--- src/rtl/ifu_axi_bridge.sv ---
// ---------------------------------------------------------------------------
// ifu_axi_bridge
//   Turns single instruction-fetch read requests into single-beat AXI4 reads.
//   One transaction is outstanding at a time. A flush (redirect) discards the
//   in-flight fetch: the AXI transfer still runs to completion, but no
//   response is reported and the response registers keep their old contents.
//
// Handshakes:
//   AXI AR and R follow strict valid/ready semantics. A beat transfers on a
//   rising edge where valid and ready are both 1. arvalid, once raised, stays
//   high with araddr/arsize stable until arready is seen, even under flush.
//   rready is high only in DATA. rvalid in any other state is ignored.
//   The fetch side has no backpressure. req_valid_i is accepted only in IDLE
//   with flush_i low. rsp_ready_o is a one-cycle pulse that qualifies
//   rsp_data_o / rsp_err_o.
//
// Ports:
//   clk, rst          clock, asynchronous active-high reset
//   req_valid_i       fetch request strobe
//   req_addr_i        fetch byte address
//   req_size_i        byte-lane mask (0x01/0x03/0x0F/0xFF)
//   flush_i           redirect, drop the in-flight fetch
//   rsp_ready_o       response pulse
//   rsp_data_o        response data, selected word placed in [31:0]
//   rsp_err_o         AXI error on this response
//   ar*/r*            AXI4 read address / read data channels
//   dbg_state_o       current FSM state (0 IDLE, 1 ADDR, 2 DATA, 3 RESP)
// ---------------------------------------------------------------------------
module ifu_axi_bridge #(
  parameter int ID_W     = 4,
  parameter int FETCH_ID = 0
) (
  input  logic            clk,
  input  logic            rst,
  input  logic            req_valid_i,
  input  logic [31:0]     req_addr_i,
  input  logic [7:0]      req_size_i,
  input  logic            flush_i,
  output logic            rsp_ready_o,
  output logic [63:0]     rsp_data_o,
  output logic            rsp_err_o,
  output logic            arvalid,
  input  logic            arready,
  output logic [31:0]     araddr,
  output logic [ID_W-1:0] arid,
  output logic [7:0]      arlen,
  output logic [2:0]      arsize,
  output logic [1:0]      arburst,
  input  logic            rvalid,
  output logic            rready,
  input  logic [63:0]     rdata,
  input  logic [1:0]      rresp,
  input  logic            rlast,
  output logic [1:0]      dbg_state_o
);

  typedef enum logic [1:0] {
    S_IDLE = 2'd0,
    S_ADDR = 2'd1,
    S_DATA = 2'd2,
    S_RESP = 2'd3
  } state_t;

  state_t      r_state;
  logic        r_drop;

  logic        w_err;
  logic        w_drop_now;
  logic [63:0] w_rsp_data;
  logic        w_unused;

  // Only single-beat bursts are issued, so rlast carries no information.
  assign w_unused = rlast;

  assign arid        = ID_W'(FETCH_ID);
  assign arlen       = 8'd0;
  assign arburst     = 2'b01;
  assign dbg_state_o = r_state;

  // Byte-lane mask to AXI size; unexpected masks fall back to a word fetch.
  function automatic logic [2:0] decode_size(input logic [7:0] mask);
    logic [2:0] sz;
    case (mask)
      8'h01:   sz = 3'd0;
      8'h03:   sz = 3'd1;
      8'h0F:   sz = 3'd2;
      8'hFF:   sz = 3'd3;
      default: sz = 3'd2;
    endcase
    return sz;
  endfunction

  // araddr holds the latched address for the whole transaction, so its bit 2
  // selects which 32-bit half of the beat lands in rsp_data_o[31:0].
  always_comb begin
    w_err      = (rresp != 2'b00);
    w_rsp_data = {rdata[63:32], (araddr[2] ? rdata[63:32] : rdata[31:0])};
    if (w_err) begin
      w_rsp_data = 64'd0;
    end
  end

  // A flush arriving in the very cycle of the R handshake must also drop it.
  assign w_drop_now = r_drop | flush_i;

  always_ff @(posedge clk or posedge rst) begin
    if (rst) begin
      r_state     <= S_IDLE;
      r_drop      <= 1'b0;
      arvalid     <= 1'b0;
      araddr      <= 32'd0;
      arsize      <= 3'd0;
      rready      <= 1'b0;
      rsp_ready_o <= 1'b0;
      rsp_data_o  <= 64'd0;
      rsp_err_o   <= 1'b0;
    end else begin
      rsp_ready_o <= 1'b0;
      case (r_state)
        S_IDLE: begin
          r_drop <= 1'b0;
          if (req_valid_i && !flush_i) begin
            araddr  <= req_addr_i;
            arsize  <= decode_size(req_size_i);
            arvalid <= 1'b1;
            r_state <= S_ADDR;
          end
        end
        S_ADDR: begin
          if (flush_i) begin
            r_drop <= 1'b1;
          end
          // arvalid is never withdrawn here; flush only marks the drop.
          if (arready) begin
            arvalid <= 1'b0;
            rready  <= 1'b1;
            r_state <= S_DATA;
          end
        end
        S_DATA: begin
          if (flush_i) begin
            r_drop <= 1'b1;
          end
          if (rvalid && rready) begin
            rready  <= 1'b0;
            r_state <= S_RESP;
            if (!w_drop_now) begin
              rsp_ready_o <= 1'b1;
              rsp_data_o  <= w_rsp_data;
              rsp_err_o   <= w_err;
            end
          end
        end
        S_RESP: begin
          // Drop flag is cleared as the FSM re-enters IDLE.
          r_drop  <= 1'b0;
          r_state <= S_IDLE;
        end
        default: begin
          r_state <= S_IDLE;
        end
      endcase
    end
  end

endmodule
--- config.mk ---
export PLATFORM = sky130hd
export DESIGN_NAME = ifu_axi_bridge
export DESIGN_NICKNAME = d
export VERILOG_FILES = /design/src/rtl/ifu_axi_bridge.sv
export SDC_FILE = /design/constraint.sdc
export NUM_CORES = 1
export LEC_CHECK = 0
export BUFFER_PORTS_ARGS = -buffer_cell sky130_fd_sc_hd__buf_2
export CAP_MARGIN = 15
export CORE_ASPECT_RATIO = 0.75
export CORE_UTILIZATION = 50
export DETAILED_ROUTE_END_ITERATION = 12
export GPL_ROUTABILITY_DRIVEN = 0
export GPL_TIMING_DRIVEN = 0
export PLACE_DENSITY = 0.84
export SLEW_MARGIN = 10
export SYNTH_ARGS = -nofsm -noshare
export SYNTH_HDL_FRONTEND = slang
export SYNTH_SLANG_ARGS = --single-unit
--- constraint.sdc ---
create_clock -name clk -period 8.65 [get_ports clk]
set_clock_uncertainty 0.1 [all_clocks]
set_input_delay 1.2975 -clock clk [delete_from_list [all_inputs] [get_ports clk]]
set_output_delay 1.2975 -clock clk [all_outputs]
set_load 0.03 [all_outputs]
==> qor.csv <==
metric;value;unit
crit_arrival;0.97;ns
tritoncts;yes;
first_pass_iters;5;
insertion_delay;0.34;ns
fmax;422;MHz
ir_drop;0.247;mV
wl;12300;um
tightestPinTransition;0.624;ns
setup_tns;0;ns
place_area;0.00603;mm2
die_w;114;um
final_nets;772;
finalSetupViolCount;0;
cp_slowest_cell;dfrtp_1;
cts_resized;0;
required;7.25;ns
timing.rr.end;araddr[14];
numPortBuffers;215;
synth-seq-area-share;0.557;
path_class;flop to output port;
fp.dieArea;0.00982;mm2
setup_slack;6.28;ns
hp-class;flop to flop;
reg2regPathDepth;6;
slew_headroom;0.584;
rsz0062_at_grt;no;
post_cts_buffers;0;
syn_inst;416;
finalNonFillerCells;789;
synth-seq-cells;105;
vias;4006;
hpwl;9450;um
synth_ff_type;dfrtp_1;
async_flop_share;1.00;
r2r-start;dbg_state_o[0];
gr-total-overflow;0;
postSynthAreaPerCell;11.3;um2
cts_root_buf;clkbuf_16;
cts_max_level;3;
synth_edf_count;0;
ant_nets;0;
whs_path_depth;2;
postCtsHoldBufs;0;
path_cells;buf_2;
drv_slew;0;
critPathMaxStageDelay;0.41;ns
ys_types;31;
start_util;0.519;
drt-vias-per-instance;5.08;
clk_path_buf_depth;2;
grt_pass1_vias;3827;
io_pins;232;
yosys_warnings;0;
status;finished, final reports clean;
rows;30;
coreArea;0.00908;mm2
final_area;0.00635;mm2
start_kind;flop;
p_per_area;398;mW/mm2
antenna_found_initial;0;
path_max_fanout;4;
clk_pin_slew;0.07;ns
drc;0;
drtIter0Drc;198;
leakage;3.35;nW
numCtsBuffers;9;
min_from;rsp_data_o[34];
hold_viol_final;0;
diodes;0;
cts.sinks;105;
drive_gt1_frac;0.492;
area_growth;34.7;%
r2r_setup_slack;6.73;ns
crit_buf_inv;1;
hold-path-endpoint;rsp_data_o[34];
drv_cap;0;
fin_crit_sh;0.274;
crit_family;flip-flops;
grt_pass1_wl;19300;um
dp_cells;773;
wire_per_inst;15.6;um
place_ws;6.01;ns
syn-cell-area;0.00471;mm2
grt_max_degree;59;
grt_usage;0.255;
dieHeight;86.1;um
fin_crit;2.37;ns
cp-end-kind;output port;
layout make-up:
| cell class | count | area, um2 |
|---|---|---|
| Clock inverter | 6 | 92.6 |
| Clock buffer | 10 | 229 |
| Inverter | 7 | 28.8 |
| Buffer | 43 | 272 |
| Multi-Input combinational cell | 274 | 1840 |
| Fill cell | 711 | 2730 |
| Tap cell | 128 | 160 |
| Timing Repair Buffer | 216 | 1100 |
| Sequential cell | 105 | 2630 |
registers in the layout, indices dropped and copies added, names as in the netlist:
| name | cells |
|---|---|
| rsp_err_o | 1 |
| arvalid | 1 |
| rsp_ready_o | 1 |
| rsp_data_o | 64 |
| araddr | 32 |
| r_drop | 1 |
| arsize | 2 |
| dbg_state_o | 2 |
| rready | 1 |
stage by stage:
step / utilization / hold slack [ns] / total power, mW
4_1_cts: 0.699 / 0.381 / 2.55
3_3_place_gp: 0.660 / 0.357 / 2.06
5_1_grt: 0.699 / 0.397 / 2.66
6_report: 0.699 / 0.375 / 2.53
3_5_place_dp: 0.664 / 0.365 / 2.11
2_1_floorplan: - / 0.384 / 1.72
cells in the mapped netlist (all sizes together) (2+ instances only):
| cell type | n | area share |
|---|---|---|
| conb | 2 | 0.0016 |
| buf | 37 | 0.053 |
| a21oi | 3 | 0.0032 |
| nor2b | 2 | 0.0027 |
| inv | 7 | 0.0056 |
| mux2i | 32 | 0.068 |
| nand2 | 102 | 0.081 |
| dfrtp | 105 | 0.56 |
| o22ai | 2 | 0.0040 |
| mux2 | 32 | 0.076 |
| ha | 3 | 0.0080 |
| o21ai | 35 | 0.037 |
| clkbuf | 6 | 0.0048 |
| o31ai | 32 | 0.072 |
| a31oi | 2 | 0.0027 |
| nor2 | 6 | 0.0069 |
layout by cell type (no fill, tap or decap), types with 3 or more instances in the layout:
cell type,count
nor2_1,4
o31ai_1,12
o31ai_2,20
buf_6,3
mux2_2,30
ha_1,3
dfrtp_1,105
inv_1,6
a21oi_1,3
o21ai_0,35
conb_1,15
buf_2,231
nand2_1,102
clkbuf_1,7
clkbuf_16,9
buf_4,18
mux2i_1,32
worst reg2reg max path, stage by stage, from the launching register on:
cell	delay [ns]
dfrtp_1	0.42
inv_1	0.10
ha_1	0.20
inv_1	0.11
nor2_4	0.27
buf_4	0.25
mux2_2	0.36
power by group:
part           total [mW]  internal, mW  leakage, nW  switching (mW)
clock network       0.435         0.255        0.149           0.180
registers           0.847         0.725         1.36           0.121
logic                1.25         0.403         1.84           0.845
total                2.53          1.38         3.35            1.15
how the worst max path moves through the flow:
stage,startpoint,end,depth (start not counted),slack (ns)
6_report,rready,rready,1,6.28
5_1_grt,rready,rready,1,6.21
4_1_cts,rready,rready,1,6.26
3_5_place_dp,flush_i,araddr[14],5,6.01
3_3_place_gp,rst,rsp_data_o[52],2,3.40
2_1_floorplan,rst,araddr[0],1,4.49
layer usage:
metal / part of all wire / global-route usage / vias to the layer above
li1: - / - / 1870
met1: 0.41 / 0.328 / 1944
met2: 0.50 / 0.429 / 176
met3: 0.070 / 0.0558 / 16
met4: 0.018 / 0.0909 / 0
met5: 0 / 0 / -
kinds of logic (layout without fill, tap and decap cells):
logic type                 Yosys count  after routing  synth area share
adders and majority gates            3              3           0.00796
other                                2             15           0.00159
DFF                                105            105             0.557
AOI/OAI and AO/OA                   75             75             0.121
and+or+nand+nor                    117            117             0.104
muxes                               64             64             0.144
buffers and inverters               50            282            0.0632
Power figures use the tool's default switching activity.
